## config.mk

```make
export PLATFORM = sky130hd
export DESIGN_NAME = alu1_str_seq
export DESIGN_NICKNAME = d
export VERILOG_FILES = /design/src/rtl/alu1_str_pkg.sv /design/src/rtl/alu1_str_ptr.sv /design/src/rtl/alu1_str_seq.sv
export SDC_FILE = /design/constraint.sdc
export NUM_CORES = 1
export LEC_CHECK = 0
export CORE_MARGIN = 2
export CORE_UTILIZATION = 50
export DETAILED_ROUTE_END_ITERATION = 16
export GPL_TIMING_DRIVEN = 0
export PLACE_DENSITY = 0.83
export SYNTH_ARGS = -nofsm -noshare
export SYNTH_HDL_FRONTEND = slang
export SYNTH_SLANG_ARGS = --single-unit
```

## constraint.sdc

```tcl
create_clock -name clk -period 6 [get_ports clk]
set_input_delay 1.2 -clock clk [delete_from_list [all_inputs] [get_ports clk]]
set_output_delay 1.2 -clock clk [all_outputs]
set_load 0.01 [all_outputs]
```

## src/rtl/alu1_str_pkg.sv

```systemverilog
// alu1_str_pkg
//   Shared definitions for the ALU1 string sequencer: FSM state encoding,
//   operand-size encodings, EFLAGS bit positions inside the 6-bit CMPS flag
//   vector, and the per-iteration pointer step helper.
package alu1_str_pkg;

  typedef enum logic [2:0] {
    ST_IDLE   = 3'd0,
    ST_CHK    = 3'd1,
    ST_RD_SRC = 3'd2,
    ST_RD_DST = 3'd3,
    ST_WR_DST = 3'd4,
    ST_CMP    = 3'd5,
    ST_UPD    = 3'd6,
    ST_DONE   = 3'd7
  } str_state_e;

  localparam logic [1:0] SIZE_BYTE  = 2'b00;
  localparam logic [1:0] SIZE_WORD  = 2'b01;
  localparam logic [1:0] SIZE_DWORD = 2'b10;

  // Bit positions inside cmps_flags_in / flags_out ({OF,SF,ZF,AF,PF,CF}).
  localparam int unsigned FLAG_CF = 32'd0;
  localparam int unsigned FLAG_PF = 32'd1;
  localparam int unsigned FLAG_AF = 32'd2;
  localparam int unsigned FLAG_ZF = 32'd3;
  localparam int unsigned FLAG_SF = 32'd4;
  localparam int unsigned FLAG_OF = 32'd5;

  // Encoding 11 is not a legal size; it behaves as a dword.
  function automatic logic [1:0] str_norm_size(input logic [1:0] size);
    logic [1:0] res;
    case (size)
      SIZE_BYTE: res = SIZE_BYTE;
      SIZE_WORD: res = SIZE_WORD;
      default:   res = SIZE_DWORD;
    endcase
    return res;
  endfunction

  // Signed pointer step: element size in bytes, negated when counting down.
  function automatic logic signed [3:0] str_step(input logic [1:0] size, input logic df);
    logic signed [3:0] mag;
    case (size)
      SIZE_BYTE: mag = 4'sd1;
      SIZE_WORD: mag = 4'sd2;
      default:   mag = 4'sd4;
    endcase
    return df ? -mag : mag;
  endfunction

endpackage

```

## src/rtl/alu1_str_ptr.sv

```systemverilog
// alu1_str_ptr
//   Combinational next-value logic for the string working registers.
//   Ports:
//     esi, edi  in   current source/destination pointers
//     ecx       in   current count
//     size      in   normalised operand size
//     df        in   direction flag (1 = decrement)
//     rep_en    in   count is only consumed under a REP prefix
//     esi_next, edi_next, ecx_next  out  stepped values (modulo wrap)
module alu1_str_ptr
  import alu1_str_pkg::*;
#(
  parameter int ADDR_W = 32,
  parameter int CNT_W  = 32
) (
  input  logic [ADDR_W-1:0] esi,
  input  logic [ADDR_W-1:0] edi,
  input  logic [CNT_W-1:0]  ecx,
  input  logic [1:0]        size,
  input  logic              df,
  input  logic              rep_en,
  output logic [ADDR_W-1:0] esi_next,
  output logic [ADDR_W-1:0] edi_next,
  output logic [CNT_W-1:0]  ecx_next
);

  logic signed [3:0]  step_s;
  logic [ADDR_W-1:0]  step_ext_s;

  // Sign-extend the small step to pointer width; plain addition then wraps.
  always_comb begin
    step_s     = str_step(size, df);
    step_ext_s = {{(ADDR_W-4){step_s[3]}}, step_s};
    esi_next   = esi + step_ext_s;
    edi_next   = edi + step_ext_s;
    if (rep_en) begin
      ecx_next = ecx - CNT_W'(1);
    end else begin
      ecx_next = ecx;
    end
  end

endmodule

```

## src/rtl/alu1_str_seq.sv

```systemverilog
// alu1_str_seq
//   Execute-stage sequencer for MOVS/CMPS (optionally REP/REPE/REPNE) around
//   ALU1. Owns working ESI/EDI/ECX, runs the memory read/write handshakes,
//   strobes mem_latch_en on source reads, captures CMPS flags and decides
//   REP termination (count exhausted, ZF condition, or pending interrupt).
//   Ports:
//     clk, rst (async active-low), flush
//     start + op controls (op_cmps, rep_en, rep_z, op_size, df, esi_in, edi_in, ecx_in)
//     intr_pend       interrupt pending, looked at between iterations only
//     mem_rd_ack/mem_wr_ack, mem_rd_req/mem_wr_req, mem_addr, mem_size, mem_latch_en
//     cmps_flags_in -> flags_out / flags_ld, alu1_op_size
//     esi_out/edi_out/ecx_out working registers, busy, done, intr_abort
module alu1_str_seq
  import alu1_str_pkg::*;
#(
  parameter int ADDR_W = 32,
  parameter int CNT_W  = 32
) (
  input  logic              clk,
  input  logic              rst,
  input  logic              flush,
  input  logic              start,
  input  logic              op_cmps,
  input  logic              rep_en,
  input  logic              rep_z,
  input  logic [1:0]        op_size,
  input  logic              df,
  input  logic [ADDR_W-1:0] esi_in,
  input  logic [ADDR_W-1:0] edi_in,
  input  logic [CNT_W-1:0]  ecx_in,
  input  logic              intr_pend,
  input  logic              mem_rd_ack,
  input  logic              mem_wr_ack,
  input  logic [5:0]        cmps_flags_in,
  output logic              busy,
  output logic              mem_rd_req,
  output logic              mem_wr_req,
  output logic [ADDR_W-1:0] mem_addr,
  output logic [1:0]        mem_size,
  output logic              mem_latch_en,
  output logic [1:0]        alu1_op_size,
  output logic [5:0]        flags_out,
  output logic              flags_ld,
  output logic [ADDR_W-1:0] esi_out,
  output logic [ADDR_W-1:0] edi_out,
  output logic [CNT_W-1:0]  ecx_out,
  output logic              done,
  output logic              intr_abort
);

  str_state_e        state_r;
  logic              op_cmps_r;
  logic              rep_en_r;
  logic              rep_z_r;
  logic [1:0]        size_r;
  logic              df_r;
  logic [ADDR_W-1:0] esi_r;
  logic [ADDR_W-1:0] edi_r;
  logic [CNT_W-1:0]  ecx_r;
  logic [5:0]        flags_r;
  logic              rd_req_r;
  logic              wr_req_r;
  logic              busy_r;
  logic              done_r;
  logic              flags_ld_r;
  logic              intr_abort_r;

  logic [ADDR_W-1:0] esi_next_s;
  logic [ADDR_W-1:0] edi_next_s;
  logic [CNT_W-1:0]  ecx_next_s;
  logic              zf_stop_s;
  logic              term_s;
  logic              abort_s;

  alu1_str_ptr #(
    .ADDR_W (ADDR_W),
    .CNT_W  (CNT_W)
  ) u_ptr (
    .esi      (esi_r),
    .edi      (edi_r),
    .ecx      (ecx_r),
    .size     (size_r),
    .df       (df_r),
    .rep_en   (rep_en_r),
    .esi_next (esi_next_s),
    .edi_next (edi_next_s),
    .ecx_next (ecx_next_s)
  );

  // Iteration exit decision; uses flags captured in CMP, which are already in flags_r by UPD.
  always_comb begin
    zf_stop_s = 1'b0;
    if (op_cmps_r) begin
      if (rep_z_r) begin
        zf_stop_s = !flags_r[FLAG_ZF];
      end else begin
        zf_stop_s = flags_r[FLAG_ZF];
      end
    end else begin
      zf_stop_s = 1'b0;
    end
    term_s  = !rep_en_r || (ecx_next_s == {CNT_W{1'b0}}) || zf_stop_s;
    // A natural termination in the same step is reported as a normal finish.
    abort_s = intr_pend && !term_s;
  end

  // Sequencer FSM with all working registers and registered strobes.
  always_ff @(posedge clk or negedge rst) begin
    if (!rst) begin
      state_r      <= ST_IDLE;
      op_cmps_r    <= 1'b0;
      rep_en_r     <= 1'b0;
      rep_z_r      <= 1'b0;
      size_r       <= 2'b00;
      df_r         <= 1'b0;
      esi_r        <= {ADDR_W{1'b0}};
      edi_r        <= {ADDR_W{1'b0}};
      ecx_r        <= {CNT_W{1'b0}};
      flags_r      <= 6'b000000;
      rd_req_r     <= 1'b0;
      wr_req_r     <= 1'b0;
      busy_r       <= 1'b0;
      done_r       <= 1'b0;
      flags_ld_r   <= 1'b0;
      intr_abort_r <= 1'b0;
    end else if (flush) begin
      // Abandon the op; any ack arriving now is dropped with it.
      state_r      <= ST_IDLE;
      rd_req_r     <= 1'b0;
      wr_req_r     <= 1'b0;
      busy_r       <= 1'b0;
      done_r       <= 1'b0;
      flags_ld_r   <= 1'b0;
      intr_abort_r <= 1'b0;
    end else begin
      done_r       <= 1'b0;
      flags_ld_r   <= 1'b0;
      intr_abort_r <= 1'b0;
      case (state_r)
        ST_IDLE: begin
          if (start) begin
            op_cmps_r <= op_cmps;
            rep_en_r  <= rep_en;
            rep_z_r   <= rep_z;
            size_r    <= str_norm_size(op_size);
            df_r      <= df;
            esi_r     <= esi_in;
            edi_r     <= edi_in;
            ecx_r     <= ecx_in;
            busy_r    <= 1'b1;
            state_r   <= ST_CHK;
          end else begin
            state_r   <= ST_IDLE;
          end
        end
        ST_CHK: begin
          if (rep_en_r && (ecx_r == {CNT_W{1'b0}})) begin
            state_r <= ST_DONE;
            done_r  <= 1'b1;
          end else begin
            state_r  <= ST_RD_SRC;
            rd_req_r <= 1'b1;
          end
        end
        ST_RD_SRC: begin
          if (mem_rd_ack) begin
            if (op_cmps_r) begin
              state_r  <= ST_RD_DST;
            end else begin
              state_r  <= ST_WR_DST;
              rd_req_r <= 1'b0;
              wr_req_r <= 1'b1;
            end
          end else begin
            state_r <= ST_RD_SRC;
          end
        end
        ST_RD_DST: begin
          if (mem_rd_ack) begin
            state_r  <= ST_CMP;
            rd_req_r <= 1'b0;
          end else begin
            state_r <= ST_RD_DST;
          end
        end
        ST_WR_DST: begin
          if (mem_wr_ack) begin
            state_r  <= ST_UPD;
            wr_req_r <= 1'b0;
          end else begin
            state_r <= ST_WR_DST;
          end
        end
        ST_CMP: begin
          flags_r    <= cmps_flags_in;
          flags_ld_r <= 1'b1;
          state_r    <= ST_UPD;
        end
        ST_UPD: begin
          esi_r <= esi_next_s;
          edi_r <= edi_next_s;
          ecx_r <= ecx_next_s;
          if (term_s || intr_pend) begin
            state_r      <= ST_DONE;
            done_r       <= 1'b1;
            intr_abort_r <= abort_s;
          end else begin
            state_r  <= ST_RD_SRC;
            rd_req_r <= 1'b1;
          end
        end
        ST_DONE: begin
          state_r <= ST_IDLE;
          busy_r  <= 1'b0;
        end
        default: begin
          state_r  <= ST_IDLE;
          rd_req_r <= 1'b0;
          wr_req_r <= 1'b0;
          busy_r   <= 1'b0;
        end
      endcase
    end
  end

  // Requests are masked by flush so they drop in the flush cycle itself.
  assign mem_rd_req   = rd_req_r && !flush;
  assign mem_wr_req   = wr_req_r && !flush;
  // The strobe must coincide with the read ack, when mem_out carries the data.
  assign mem_latch_en = (state_r == ST_RD_SRC) && rd_req_r && mem_rd_ack && !flush;
  assign mem_addr     = (state_r == ST_RD_SRC) ? esi_r : edi_r;
  assign mem_size     = size_r;
  assign alu1_op_size = size_r;
  assign flags_out    = flags_r;
  assign flags_ld     = flags_ld_r;
  assign esi_out      = esi_r;
  assign edi_out      = edi_r;
  assign ecx_out      = ecx_r;
  assign busy         = busy_r;
  assign done         = done_r;
  assign intr_abort   = intr_abort_r;

endmodule

```

# ---- Word level (Yosys, flattened, before mapping)
# Cells that the tools add are included.
dict set report totals {
  regBits 117
  inputBits 115
  elab_cells 113
  out_inout_bits 145
}
dict set report op_classes {
  add_sub_neg 4
  mux 46
  reduce_logical 29
  bitwise_logic 1
  n_eq_ne 17
}
# operator count
set op_table {}
lappend op_table {{$pmux W32 S2} 3}
lappend op_table {{$mux W32} 5}
lappend op_table {{$add A32 B32 Y32} 2}
lappend op_table {{$logic_not A32 Y1} 2}
lappend op_table {{$sub A32 B1 Y32 const B} 1}
lappend op_table {{$pmux W3 S8} 1}
lappend op_table {{$mux W1} 23}
lappend op_table {{$ne A3 B3 Y1 const B} 7}
lappend op_table {{$mux W3} 6}
lappend op_table {{$eq A3 B3 Y1 const B} 4}
lappend op_table {{$logic_and A1 B1 Y1} 7}
lappend op_table {{$eq A3 B2 Y1 const B} 2}
lappend op_table {{$pmux W1 S2} 3}
lappend op_table {{$pmux W3 S2} 1}
lappend op_table {{$reduce_and A3 Y1} 2}
lappend op_table {{$reduce_and A6 Y1} 1}
lappend op_table {{$reduce_bool A3 Y1} 2}
lappend op_table {{$reduce_bool A5 Y1} 1}
lappend op_table {{$eq A2 B1 Y1 const B} 2}
lappend op_table {{$logic_not A1 Y1} 4}
lappend op_table {{$logic_not A2 Y1} 2}
lappend op_table {{$mux W4} 1}
lappend op_table {{$neg A3 Y4} 1}
lappend op_table {{$pmux W1 S4} 1}
lappend op_table {{10 further kinds} 13}

# ---- Depth between registers and ports, before layout
# Gate-level depths: netlist of run 1.
dict set report depth {
  word_depth 10
  depth_mapped 13
  mapped_depth_nobuf 12
}

# ---- By module
# A second synthesis of run 1 with hierarchy kept.
dict set report unflattened {
  hier_cells 1121
  hier_area_um2 9755.6
}
# mod instances seq_area_each_um2 cells_each area_per_inst_um2
set by_module_without_submodules {}
lappend by_module_without_submodules {alu1_str_seq 1 2927.8 571 5901.9}
lappend by_module_without_submodules {alu1_str_ptr 1 0.0 550 3853.7}

# ---- Worst setup path before layout of run 1
# No wires, ideal clock.
dict set report synth_timing {
  kind {flip-flop to flip-flop}
  start {register df_r}
  end {register esi_r[26], in the netlist esi_out[26]}
  slack_ps 1784
  setup_time_ps 122
  period_less_slack_ps 4216
  arrival_time_ps 4094
  n_path_buf 1
  t_required_ps 5878
  stages_incl_launch_ff 13
  path_cell_list {dfrtp_1 clkbuf_1 or2_2 ha_1 a21o_1 a2111oi_1 o21ai_0 nand4_1 a31oi_1 a41oi_1 nand2b_1 or4_1 a32o_1}
}
dict set report synth_between {
  elab_chain_len 3
}
# item line
set synth_lines {}
lappend synth_lines {{start, declared} alu1_str_seq.sv:56} ;# logic df_r;
lappend synth_lines {{start signal, assigned} alu1_str_seq.sv:115} ;# df_r <= 1'b0;
lappend synth_lines {{start signal, assigned} alu1_str_seq.sv:146} ;# df_r <= df;
lappend synth_lines {{$mux W4} alu1_str_pkg.sv:49} ;# return df ? -mag : mag;
lappend synth_lines {{$add A32 B32 Y32} alu1_str_ptr.sv:34} ;# esi_next = esi + step_ext_s;
lappend synth_lines {{$pmux W32 S2} alu1_str_seq.sv:139} ;# case (state_r)
lappend synth_lines {{end signal, assigned} alu1_str_seq.sv:116} ;# esi_r <= {ADDR_W{1'b0}};
lappend synth_lines {{end signal, assigned} alu1_str_seq.sv:147} ;# esi_r <= esi_in;
lappend synth_lines {{end signal, assigned} alu1_str_seq.sv:200} ;# esi_r <= esi_next_s;
lappend synth_lines {{end, declared} alu1_str_seq.sv:57} ;# logic [ADDR_W-1:0] esi_r;
# No other way between the ends.
# A chain may end at the register's enable or synchronous reset.

# ---- Worst setup path in the final report of run 1
dict set report layout_timing {
  start {register state_r[1]}
  end {output mem_addr[24]}
}
dict set report layout_between {
  elab_chain_len 2
}
# item line
set layout_lines {}
lappend layout_lines {{start, declared} alu1_str_seq.sv:51} ;# str_state_e state_r;
lappend layout_lines {{start signal, assigned} alu1_str_seq.sv:110} ;# state_r <= ST_IDLE;
lappend layout_lines {{start signal, assigned} alu1_str_seq.sv:128} ;# state_r <= ST_IDLE;
lappend layout_lines {{start signal, assigned} alu1_str_seq.sv:151} ;# state_r <= ST_CHK;
lappend layout_lines {{$eq A3 B2 Y1} alu1_str_seq.sv:231} ;# assign mem_addr = (state_r == ST_RD_SRC) ? esi_r : edi_r;
lappend layout_lines {{$mux W32} alu1_str_seq.sv:231}
lappend layout_lines {{end, declared} alu1_str_seq.sv:38} ;# output logic [ADDR_W-1:0] mem_addr,
# No other way between the ends.

==> results of run 1 <==
## state kept, by name, summed over array words and instances (netlist names)
register / cells
ecx_out: 32
edi_out: 32
esi_out: 32
flags_out: 6
state_r: 3
alu1_op_size: 2
busy: 1
df_r: 1
done: 1
flags_ld: 1
intr_abort: 1
op_cmps_r: 1
rd_req_r: 1
rep_en_r: 1
rep_z_r: 1
wr_req_r: 1
## metal layers
layer	wire (µm)	part of all wire	global-route usage
met3	3720	0.11	0.0707
met1	13500	0.38	0.443
met2	16300	0.46	0.571
met5	0	0	0
met4	1750	0.050	0.180
## worst max path at each step
stage                    start  depth (start not counted)            to  slack (ns)
floorplan                 df_r                         12   esi_out[26]        1.78
global placement           rst                          1    esi_out[7]       -1.06
detailed placement       start                          7   ecx_out[26]        1.56
CTS                 state_r[1]                          5  mem_addr[24]        1.06
global route        state_r[1]                          5  mem_addr[24]        0.96
finish              state_r[1]                          5  mem_addr[24]        0.94
## area by class of cell
| type | instances | area, µm² | area share |
|---|---|---|---|
| multi-input cells | 932 | 6130 | 0.475 |
| flip-flops and latches | 117 | 2930 | 0.227 |
| repair buffers | 260 | 2630 | 0.204 |
| clock buffers | 17 | 425 | 0.0330 |
| well taps | 234 | 293 | 0.0227 |
| plain buffers | 63 | 256 | 0.0199 |
| clock inverters | 15 | 145 | 0.0112 |
| inverters | 25 | 93.8 | 0.00727 |
| diodes | 1 | 2.50 | 0.000194 |
## per-stage QoR
step / instances / worst slack, ns / hold WS, ns / total power [mW] / util
final: 1664 / 0.943 / 0.504 / 6.92 / 0.695
after global routing: 1663 / 0.955 / 0.519 / 7.40 / 0.695
after CTS: 1663 / 1.06 / 0.508 / 6.85 / 0.695
after detailed placement: 1631 / 1.56 / 0.494 / 5.80 / 0.664
after global placement: 1629 / -1.06 / 0.480 / 5.66 / 0.661
after floorplan: 1137 / 1.78 / 0.467 / 4.15 / -
## worst max-delay path: cells and delay by family, from the launching register on
kind | cells | cell delay [ns]
flops | 1 | 0.50
mux | 1 | 0.45
buf+inv | 3 | 1.36
simple gates | 1 | 1.10
## cells by family (layout without fill, tap and decap cells)
group	after synthesis	after routing	synth area share
AO/OA/AOI/OAI	383	383	0.255
XOR/XNOR	55	55	0.0512
AND/OR/NAND/NOR	378	378	0.198
buffers and inverters	88	380	0.0372
other	0	1	0
flip-flops	117	117	0.311
adder cells (fa/ha/maj)	65	65	0.0880
multiplexers	51	51	0.0594
## layout by cell type, fill, tap and decap left out, drive strengths merged, types with 15 or more instances in the layout
cell type	count
clkdlybuf4s50	257
nand2	148
dfrtp	117
o21ai	110
a21oi	93
nor2	79
clkbuf	71
ha	63
mux2	39
a22oi	34
nor3	33
xnor2	31
inv	31
a31oi	30
a21o	25
xor2	24
nand2b	16
nor4	16
a32oi	15
## power breakdown
part           total (mW)  leakage, nW  switching [mW]  internal (mW)
logic                4.35         3.69            2.25           2.10
clock network        1.02        0.272           0.438          0.578
registers            1.56         1.45           0.473           1.09
==> metrics.txt, run 1 <==
Critical Path Fanout Max=10; clk slew on worst S/H paths=0.06 ns; post-synth top area share=0.311; Syn-to-layout area delta=37.2%; FF-to-FF path depth=12; minimum clock period=5.06 ns; Hold WC Path Type=reg2reg; Synth Net Count=1317; Hold Path Origin=flags_out[2]; full die area=19900 µm²; Placement Cell Area=12300 µm²; number of synthesized flops with an enable pin=0; drt via density=6.32; Commonest cells post-synth=nand2_1 (148), dfrtp_1 (117), o21ai_0 (109); number of port buffers=258; Worst slew margin=0.0919; vias in the first global route=10200; Synth Cell Area=9410 µm²; Starting Density=0.507; drt wl/cell=21.2 µm; post_cts resized=0; GR Overflow Total=0; global-route wire length before repair=54500 µm; initial antenna violation count=1; largest net degree at the start of global routing=60; Core ar.=18600 µm²; post-CTS setup buffer count=0; clock sink count=117; Setup crit start kind=flop; Final Hold Vio Count=0; r2r endpoint=esi_out[26]; Pwr Density=536 nW/µm²; Final TNS setup=0 ns; final RePlAce weighted congestion=0.951; worst-margin pin slew=1.35 ns; CP Data Required Time=4.80 ns; DRT iter0 DRCs=955; Die Ht=141 µm; Crit-path slowest cell=nor3_1; CP Cell Sequence=inv_1, nor3_1, clkbuf_1, mux2_2, clkdlybuf4s50_1; share of layout cells above drive strength 1=0.0693; Hold Path End=flags_out[2]; CTS root buf=clkbuf_16; top cell type by total area after synthesis=dfrtp_1; H-tree Lvls=4; DRC viols=0; Setup CP Type=reg2out; maximum clock rate=0.198 GHz; syn avg cell area=8.28 µm²; Worst VDD drop=301 µV; #FFs+latches synth=117; top_reg_cell synth=dfrtp_1; top-count cell post-synth=nand2_1; Fillers=1546; flop2flop setup slack=1.67 ns; number of core rows=50; IO Count=260; run status=complete, no violations; endpoints failing setup=0; Final Max Slew Viols=0; CTS tree=built; Warnings, synthesis=0; Synth cell types=74; launch point of the worst reg-to-reg path=df_r; cells after synthesis=1137; Worst Hold Path Cells=1; clock skew=0.0101 ns; DRT Pass-1 Iters=6; RSZ-0062 raised after global routing=false; die width=141 µm; Detail Route Antenna Nets=0; synth top area cells=dfrtp_1 (31%), ha_1 (8.4%), nand2_1 (5.9%); hpwl dp=25900 µm; delay of the slowest cell on the worst path=1.10 ns; async set-reset flop share out of synthesis=1.00; Max Cap Viol=0; total CTS buffers=17; register area share after synthesis=0.311; via count=10500; CTS Hold Bufs=0; crit path capture type=output pin; clock latency on the worst-skew pair=0.44 ns; Final nets=1596; final non-filler cell area=12900 µm²; Leak=5.41 nW; Final period util=0.843; Worst EP arrival=3.86 ns; GRT Util Overall=0.351; Max Buffers Root-to-Sink=2; Total Wirelength=35200 µm
No activity file was read; power rests on OpenSTA's default activity.
==> run 2: changes to the inputs <==
--- a/config.mk
+++ b/config.mk
@@ -6,10 +6,10 @@
 export NUM_CORES = 1
 export LEC_CHECK = 0
 export CORE_MARGIN = 2
-export CORE_UTILIZATION = 50
+export CORE_UTILIZATION = 45
 export DETAILED_ROUTE_END_ITERATION = 16
 export GPL_TIMING_DRIVEN = 0
-export PLACE_DENSITY = 0.83
+export PLACE_DENSITY = 0.79
 export SYNTH_ARGS = -nofsm -noshare
 export SYNTH_HDL_FRONTEND = slang
 export SYNTH_SLANG_ARGS = --single-unit
==> constraint.sdc (replaced) <==
create_clock -name clk -period 4.3 [get_ports clk]
set_input_delay 0.86 -clock clk [delete_from_list [all_inputs] [get_ports clk]]
set_output_delay 0.86 -clock clk [all_outputs]
set_load 0.01 [all_outputs]
==> metrics.txt, run 2 (synthesis results as in run 1) <==
largest net degree at the start of global routing=64; minimum clock period=4.06 ns; number of core rows=52; Setup crit start kind=flop; endpoints failing setup=0; Final Max Slew Viols=0; CTS Hold Bufs=0; Max Cap Viol=0; Detail Route Antenna Nets=0; clock skew=0.0127 ns; Setup crit start=df_r; Sw Share=0.444; post-CTS setup buffer count=0; Hold WC Path Type=in2async; hpwl dp=26100 µm; share of layout cells above drive strength 1=0.0693; Total Wirelength=35800 µm; Worst VDD drop=392 µV; Setup CP Type=reg2reg; Placement Cell Area=12400 µm²; launch point of the worst reg-to-reg path=df_r; CTS root buf=clkbuf_16; Pwr Density=753 nW/µm²; Finished Layout Cells=1699; crit path capture type=flop; commonest non-fill, non-tap cell in the layout=clkdlybuf4s50_1; CTS tree=built; Gate power share=0.618; clk slew on worst S/H paths=0.06 ns; Leak=5.44 nW; initial antenna violation count=3; DRC viols=0; Internal Dissipation=5.45 mW; die width=149 µm; Fillers=1740; GR Overflow Total=0; DRT iter0 DRCs=932; GRT met3 Usage=0.0647; Syn-to-layout area delta=38.5%; Max Buffers Root-to-Sink=2; maximum clock rate=0.247 GHz; Worst EP arrival=4.37 ns; Final period util=0.943; drt wl/cell=21.0 µm; Starting Density=0.462; drt via density=6.18; total CTS buffers=17; Worst slew margin=0.0422; gr busiest metal=met2; worst-margin pin slew=1.43 ns; clock sink count=117; final RePlAce weighted congestion=0.941; run status=complete, no violations; met1 Usage GRT=0.404; IO Count=260; vias in the first global route=10000; RSZ-0062 raised after global routing=false; Critical Path Fanout Max=24; placed insts=1667; Core ar.=20400 µm²; most frequent cells in the layout=clkdlybuf4s50_1 (257), nand2_1 (148), dfrtp_1 (116), o21ai_0 (109), a21oi_1 (93); full die area=22100 µm²; met2 global-route usage=0.515; sequential power share=0.222; clock share of power=0.160; CP Data Required Time=4.61 ns; final non-filler cell area=13000 µm²; H-tree Lvls=4; Final Hold Vio Count=0; via count=10500; clock latency on the worst-skew pair=0.43 ns; Die Ht=149 µm; GRT Util Overall=0.316; DRT Pass-1 Iters=6; global-route wire length before repair=54200 µm; Final nets=1595; number of port buffers=258; Switching Power=4.36 mW
## run 2: worst max-delay path, stage by stage, from the launching register on
cell,delay [ns]
dfrtp_2,0.62
or2_2,0.40
ha_1,0.34
a21o_1,0.21
a2111oi_1,0.51
o21ai_0,0.31
nand4_1,0.21
a31oi_1,0.19
a41oi_2,0.35
nand2b_1,0.11
or4_1,0.42
a32o_1,0.26
## run 2: what timing repair did
action	4_1_cts	5_1_grt
endpoints found under the setup margin	31	1
resized for setup	2	1
gates cloned	0	0
## run 2: power groups by stage
stage	Combinational (mW)	Clock (mW)	Sequential [mW]
floorplan	3.61	0	2.19
global placement	5.73	0	2.19
detailed placement	5.91	0	2.16
CTS	5.99	1.57	2.16
global route	6.58	1.62	2.24
finish	6.06	1.57	2.18
## run 2: layout make-up
cell class	count	area, µm²	area share
Multi-Input combinational cell	932	6150	0.472
Tap cell	270	338	0.0259
Buffer	62	253	0.0194
Sequential cell	117	2930	0.225
Antenna cell	1	2.50	0.000192
Inverter	25	93.8	0.00720
Timing Repair Buffer	260	2630	0.202
Clock buffer	21	460	0.0353
Clock inverter	11	175	0.0134
## run 2: final timing paths
kind	end	slack, ns	depth (start not counted)
setup / recovery	esi_out[26]	0.24	11
hold / removal	ecx_out[15]	0.38	1
setup reg to reg	esi_out[26]	0.24	11
hold reg to reg	flags_out[1]	0.50	1
max in group asynchronous	edi_out[4]	3.17	2
min in group clk	flags_out[1]	0.50	1
## run 2: through the flow
step	setup slack, ns	util	setup TNS [ns]	hold WS (ns)	power [mW]
after CTS	0.114	0.640	0	0.407	9.72
after global placement	-2.52	0.606	-315.67	0.484	7.92
after detailed placement	-0.0328	0.608	-0.100	0.496	8.08
final	0.244	0.640	0	0.385	9.81
after global routing	0.00695	0.640	0	0.422	10.4
after floorplan	0.0843	-	0	0.467	5.80
## run 2: routing by layer
layer	vias up	part of all wire
met2	627	0.47
met3	98	0.096
met4	4	0.042
met1	4971	0.40
met5	-	0.00073
li1	4797	-
==> run 3: changes to the inputs <==
--- a/config.mk
+++ b/config.mk
@@ -5,10 +5,12 @@
 export SDC_FILE = /design/constraint.sdc
 export NUM_CORES = 1
 export LEC_CHECK = 0
+export CORE_ASPECT_RATIO = 1.1
 export CORE_MARGIN = 2
 export CORE_UTILIZATION = 45
 export DETAILED_ROUTE_END_ITERATION = 16
 export GPL_TIMING_DRIVEN = 0
+export MAX_ROUTING_LAYER = met4
 export PLACE_DENSITY = 0.79
 export SYNTH_ARGS = -nofsm -noshare
 export SYNTH_HDL_FRONTEND = slang
==> metrics.txt, run 3 (synthesis results as in run 1) <==
maximum clock rate=0.244 GHz; RSZ-0062 raised after global routing=false; full die area=22100 µm²; Max Cap Viol=0; CTS Hold Bufs=0; via count=10300; global-route wire length before repair=55600 µm; Pwr Density=754 nW/µm²; Setup CP Type=reg2out; delay of the slowest cell on the worst path=0.67 ns; drt wl/cell=21.3 µm; Final Max Slew Viols=0; CP Buf/Inv Count=3; number of port buffers=258; GRT met3 Usage=0.0519; IO Count=260; clock latency on the worst-skew pair=0.43 ns; Die Ht=156 µm; vias in the first global route=10100; gr busiest metal=met2; Worst EP arrival=3.24 ns; run status=complete, no violations; drt via density=6.13; clk slew on worst S/H paths=0.06 ns; Setup crit start kind=flop; Leak=5.45 nW; most frequent cells in the layout=clkdlybuf4s50_1 (257), nand2_1 (148), dfrtp_1 (116), o21ai_0 (109), a21oi_1 (93); Worst VDD drop=394 µV; met2 global-route usage=0.551; Hold WC Path Type=in2async; hpwl dp=26500 µm; commonest non-fill, non-tap cell in the layout=clkdlybuf4s50_1; Total Wirelength=36000 µm; CP Cell Sequence=inv_1, nor3_4, clkbuf_1, mux2_2, clkdlybuf4s50_1; DRC viols=0; GRT Util Overall=0.335; cell family with most CP delay=buffers and inverters; endpoints failing setup=0; largest net degree at the start of global routing=61; post-CTS setup buffer count=0; Syn-to-layout area delta=38.4%; CTS root buf=clkbuf_16; met1 Usage GRT=0.407; GR Overflow Total=0; Crit-path slowest cell=clkbuf_1; final RePlAce weighted congestion=0.960; CTS tree=built; Final period util=0.953; Max Buffers Root-to-Sink=2; Core ar.=20600 µm²; DRT Pass-1 Iters=7; worst-margin pin slew=1.09 ns; share of layout cells above drive strength 1=0.0707; Worst slew margin=0.268; Power Total=9.82 mW; CP Data Required Time=3.44 ns; Final Hold Vio Count=0; clock sink count=117; die width=142 µm; number of core rows=55; Critical Path Fanout Max=10; total CTS buffers=17; initial antenna violation count=2; clock skew=0.0127 ns; H-tree Lvls=4; Final TNS setup=0 ns; Detail Route Antenna Nets=0; DRT iter0 DRCs=853; minimum clock period=4.10 ns; Final nets=1595; crit path capture type=output pin; Starting Density=0.457
run 3: worst paths after layout:
kind                                  from      endpoint  slack (ns)  depth (start not counted)
worst max register to register        df_r   esi_out[26]        0.32                         12
worst min-delay path                   rst      flags_ld        0.40                          1
worst max-delay path            state_r[1]  mem_addr[24]        0.20                          5
min in group clk                   rep_z_r       rep_z_r        0.50                          2
max in group asynchronous              rst   esi_out[19]        3.16                          2
worst min register to register     rep_z_r       rep_z_r        0.50                          2
run 3: layer usage:
metal | share of wire | vias to the layer above
met5 | 0 | -
met4 | 0.045 | 0
met3 | 0.078 | 110
met2 | 0.47 | 524
met1 | 0.40 | 4899
li1 | - | 4796
run 3: what timing repair did:
item,4_1_cts,5_1_grt
pin swaps,0,0
setup endpoints to repair,1,29
resized for setup,1,2
run 3: report_power, final:
group | leakage (nW) | switching [mW] | internal [mW]
Combinational | 3.69 | 3.11 | 2.93
Clock | 0.307 | 0.585 | 0.991
Sequential | 1.45 | 0.681 | 1.52
run 3: layout make-up:
type / count / area (µm²)
clock inverter: 14 / 198
clock buffer: 18 / 439
inverter: 25 / 93.8
sequential: 117 / 2930
antenna: 2 / 5.00
multi-input combinational: 932 / 6150
timing repair buffer: 260 / 2630
tap: 256 / 320
fill: 1829 / 7550
buffer: 62 / 253
run 3: stage by stage:
stage / instances / util / cell area [µm²] / setup slack (ns) / hold slack, ns
after floorplan: 1137 / - / 9410 / 0.0843 / 0.467
after global routing: 1686 / 0.633 / 13000 / 0.0803 / 0.451
after CTS: 1685 / 0.632 / 13000 / 0.0154 / 0.430
final: 1686 / 0.633 / 13000 / 0.201 / 0.402
after global placement: 1651 / 0.598 / 12300 / -2.44 / 0.482
after detailed placement: 1653 / 0.601 / 12400 / -0.0478 / 0.492
==> patch, RTL diff (flow settings as in run 1) <==
Re-encode `str_state_e` (8 states) as one-hot, 8 bits wide.
--- a/src/rtl/alu1_str_pkg.sv
+++ b/src/rtl/alu1_str_pkg.sv
@@ -4,15 +4,15 @@
 //   vector, and the per-iteration pointer step helper.
 package alu1_str_pkg;
 
-  typedef enum logic [2:0] {
-    ST_IDLE   = 3'd0,
-    ST_CHK    = 3'd1,
-    ST_RD_SRC = 3'd2,
-    ST_RD_DST = 3'd3,
-    ST_WR_DST = 3'd4,
-    ST_CMP    = 3'd5,
-    ST_UPD    = 3'd6,
-    ST_DONE   = 3'd7
+  typedef enum logic [7:0] {
+    ST_IDLE   = 8'b00000001,
+    ST_CHK    = 8'b00000010,
+    ST_RD_SRC = 8'b00000100,
+    ST_RD_DST = 8'b00001000,
+    ST_WR_DST = 8'b00010000,
+    ST_CMP    = 8'b00100000,
+    ST_UPD    = 8'b01000000,
+    ST_DONE   = 8'b10000000
   } str_state_e;
 
   localparam logic [1:0] SIZE_BYTE  = 2'b00;
Check against the original RTL: no difference found for any inputs over 4 cycles, from zero or initial values and one cycle with rst low; so few cycles prove little.
==> patch against run 1 <==
  * Clock power increased by 9.8%
  * Worst hold slack got worse by 9.3 ps
  * Clock skew is 2.6 ps lower
  * Critical endpoint is now esi_out[31]
  * Die area up 3.4%
  * Sequential share of layout area is 0.23 points higher
  * Power shrank 28%
  * Via count is 7.1% higher
  * Largest power group unchanged
  * Global-route usage up 0.98 points
  * Synthesized area increased by 3.5%
  * Final area is 3.3% higher
  * Cell count increased by 11%
  * Sequential cell count increased by 5
  * Setup slack got worse by 22 ps
  * Routed wire length up 5.9%
==> patch: results (changes against run 1) <==
- Top fanout value on the critical path: 30 (was 10)
- Dpl cells: 1815 (was 1631)
- Initial antenna violation count: 0 (was 1)
- Worst Path Arrival: 5380 ps (was 3860 ps)
- DP Worst Slack: 1027 ps (was 1564 ps)
- Placed inst area: 12710 um2 (was 12340 um2)
- Share of final layout cell area taken by non-clock buffers: 21.76% (was 22.37%)
- Leak pwr: 5.589 nW (was 5.408 nW)
- Number of inserted diodes: 0 (was 1)
- Fraction of final layout cells sized beyond drive strength 1: 3.666% (was 6.928%)
- Outcome: finished clean (unchanged)
- Clock Buffer Count: 25 (was 17)
- Share of the final layout cell area in sequential cells: 22.91% (was 22.69%)
- Mean number of vias per cell: 6.097 (was 6.316)
- Number of nets in the layout: 1749 (was 1596)
- Via total after detailed routing: 11261 (was 10510)
- Leading cell types by count after synthesis: sky130_fd_sc_hd__nand2_1, sky130_fd_sc_hd__a21oi_1, sky130_fd_sc_hd__dfrtp_1, sky130_fd_sc_hd__nor2_1, sky130_fd_sc_hd__o21ai_0 (was sky130_fd_sc_hd__nand2_1, sky130_fd_sc_hd__dfrtp_1, sky130_fd_sc_hd__o21ai_0, sky130_fd_sc_hd__a21oi_1, sky130_fd_sc_hd__nor2_1)
- Pin count of the biggest net entering global routing: 85 (was 60)
- GRT met2 Usage: 58.50% (was 57.08%)
- First-pass GRT wire length: 57440 um (was 54540 um)
- Met3 Usage GRT: 8.897% (was 7.065%)
- Metal-1 WL: 14800 um (was 13460 um)
- Footprint of the multi-input gates: 6347 um2 (was 6133 um2)
- Cell with the biggest individual delay on the critical path: sky130_fd_sc_hd__a2111oi_0 (was sky130_fd_sc_hd__nor3_1)
- Non-clock buffer count: 328 (was 323)
- Post-synth ARST share: 100.0% (unchanged)
- Syn nets: 1469 (was 1317)
- Average size of a mapped cell: 7.554 um2 (was 8.278 um2)
- Max-slew headroom at the worst pin: 33.48% (was 9.191%)
- Clk sink count: 122 (was 117)
- Unique masters post-synth: 71 (was 74)
- Met2 routed wirelength: 17320 um (was 16300 um)
- Layout inverter count without the clock tree: 20 (was 25)
- Met1 track demand over resource in global routing: 46.38% (was 44.30%)
- Starting DRC count in detailed routing: 1123 (was 955)
- Placed wire-length estimate after detailed placement: 27680 um (was 25860 um)
- Met3 wire length: 3789 um (was 3722 um)
- Max Clock Skew: 7.546 ps (was 10.12 ps)
- Max incr delay on CP: 890 ps (was 1100 ps)
- Total GRT Usage: 36.04% (was 35.06%)
- Port buffer count: 259 (was 258)
- CP top delay family: compound AO/OA/AOI/OAI gates (was buffers and inverters)
- Multi-input combinational cell count: 1080 (was 932)
- Number of rows created at floorplan: 51 (was 50)
- GPL Wtd Cong: 0.9567 (was 0.9510)
- Worst ir drop on vdd: 0.2253 mV (was 0.3014 mV)
## patch: worst paths after layout
path	from	endpoint	slack, ps	cells after the start
max	df_r	esi_out[31]	920	14
min	rep_z_r	rep_z_r	490	2
max reg2reg	df_r	esi_out[31]	920	14
min reg2reg	rep_z_r	rep_z_r	490	2
max in group asynchronous	rst	df_r	4520	2
min in group asynchronous	rst	edi_out[28]	670	1
## patch: power by group through the flow
stage | Combinational (mW) | Sequential, mW | Clock [mW]
after floorplan | 1.57 | 1.28 | 0
after global placement | 2.48 | 1.29 | 0
after detailed placement | 2.56 | 1.28 | 0
after CTS | 2.58 | 1.27 | 1.12
after global routing | 2.87 | 1.30 | 1.16
final | 2.61 | 1.28 | 1.12
## patch: cells by family after synthesis
| kind of cell | after synthesis | synth area share, % |
|---|---|---|
| xor+xnor | 57 | 5.127 |
| fa+ha+maj | 65 | 8.507 |
| simple gates | 547 | 25.70 |
| mux | 13 | 1.426 |
| buf+inv | 87 | 3.444 |
| flops | 122 | 31.37 |
| compound gates | 398 | 24.43 |
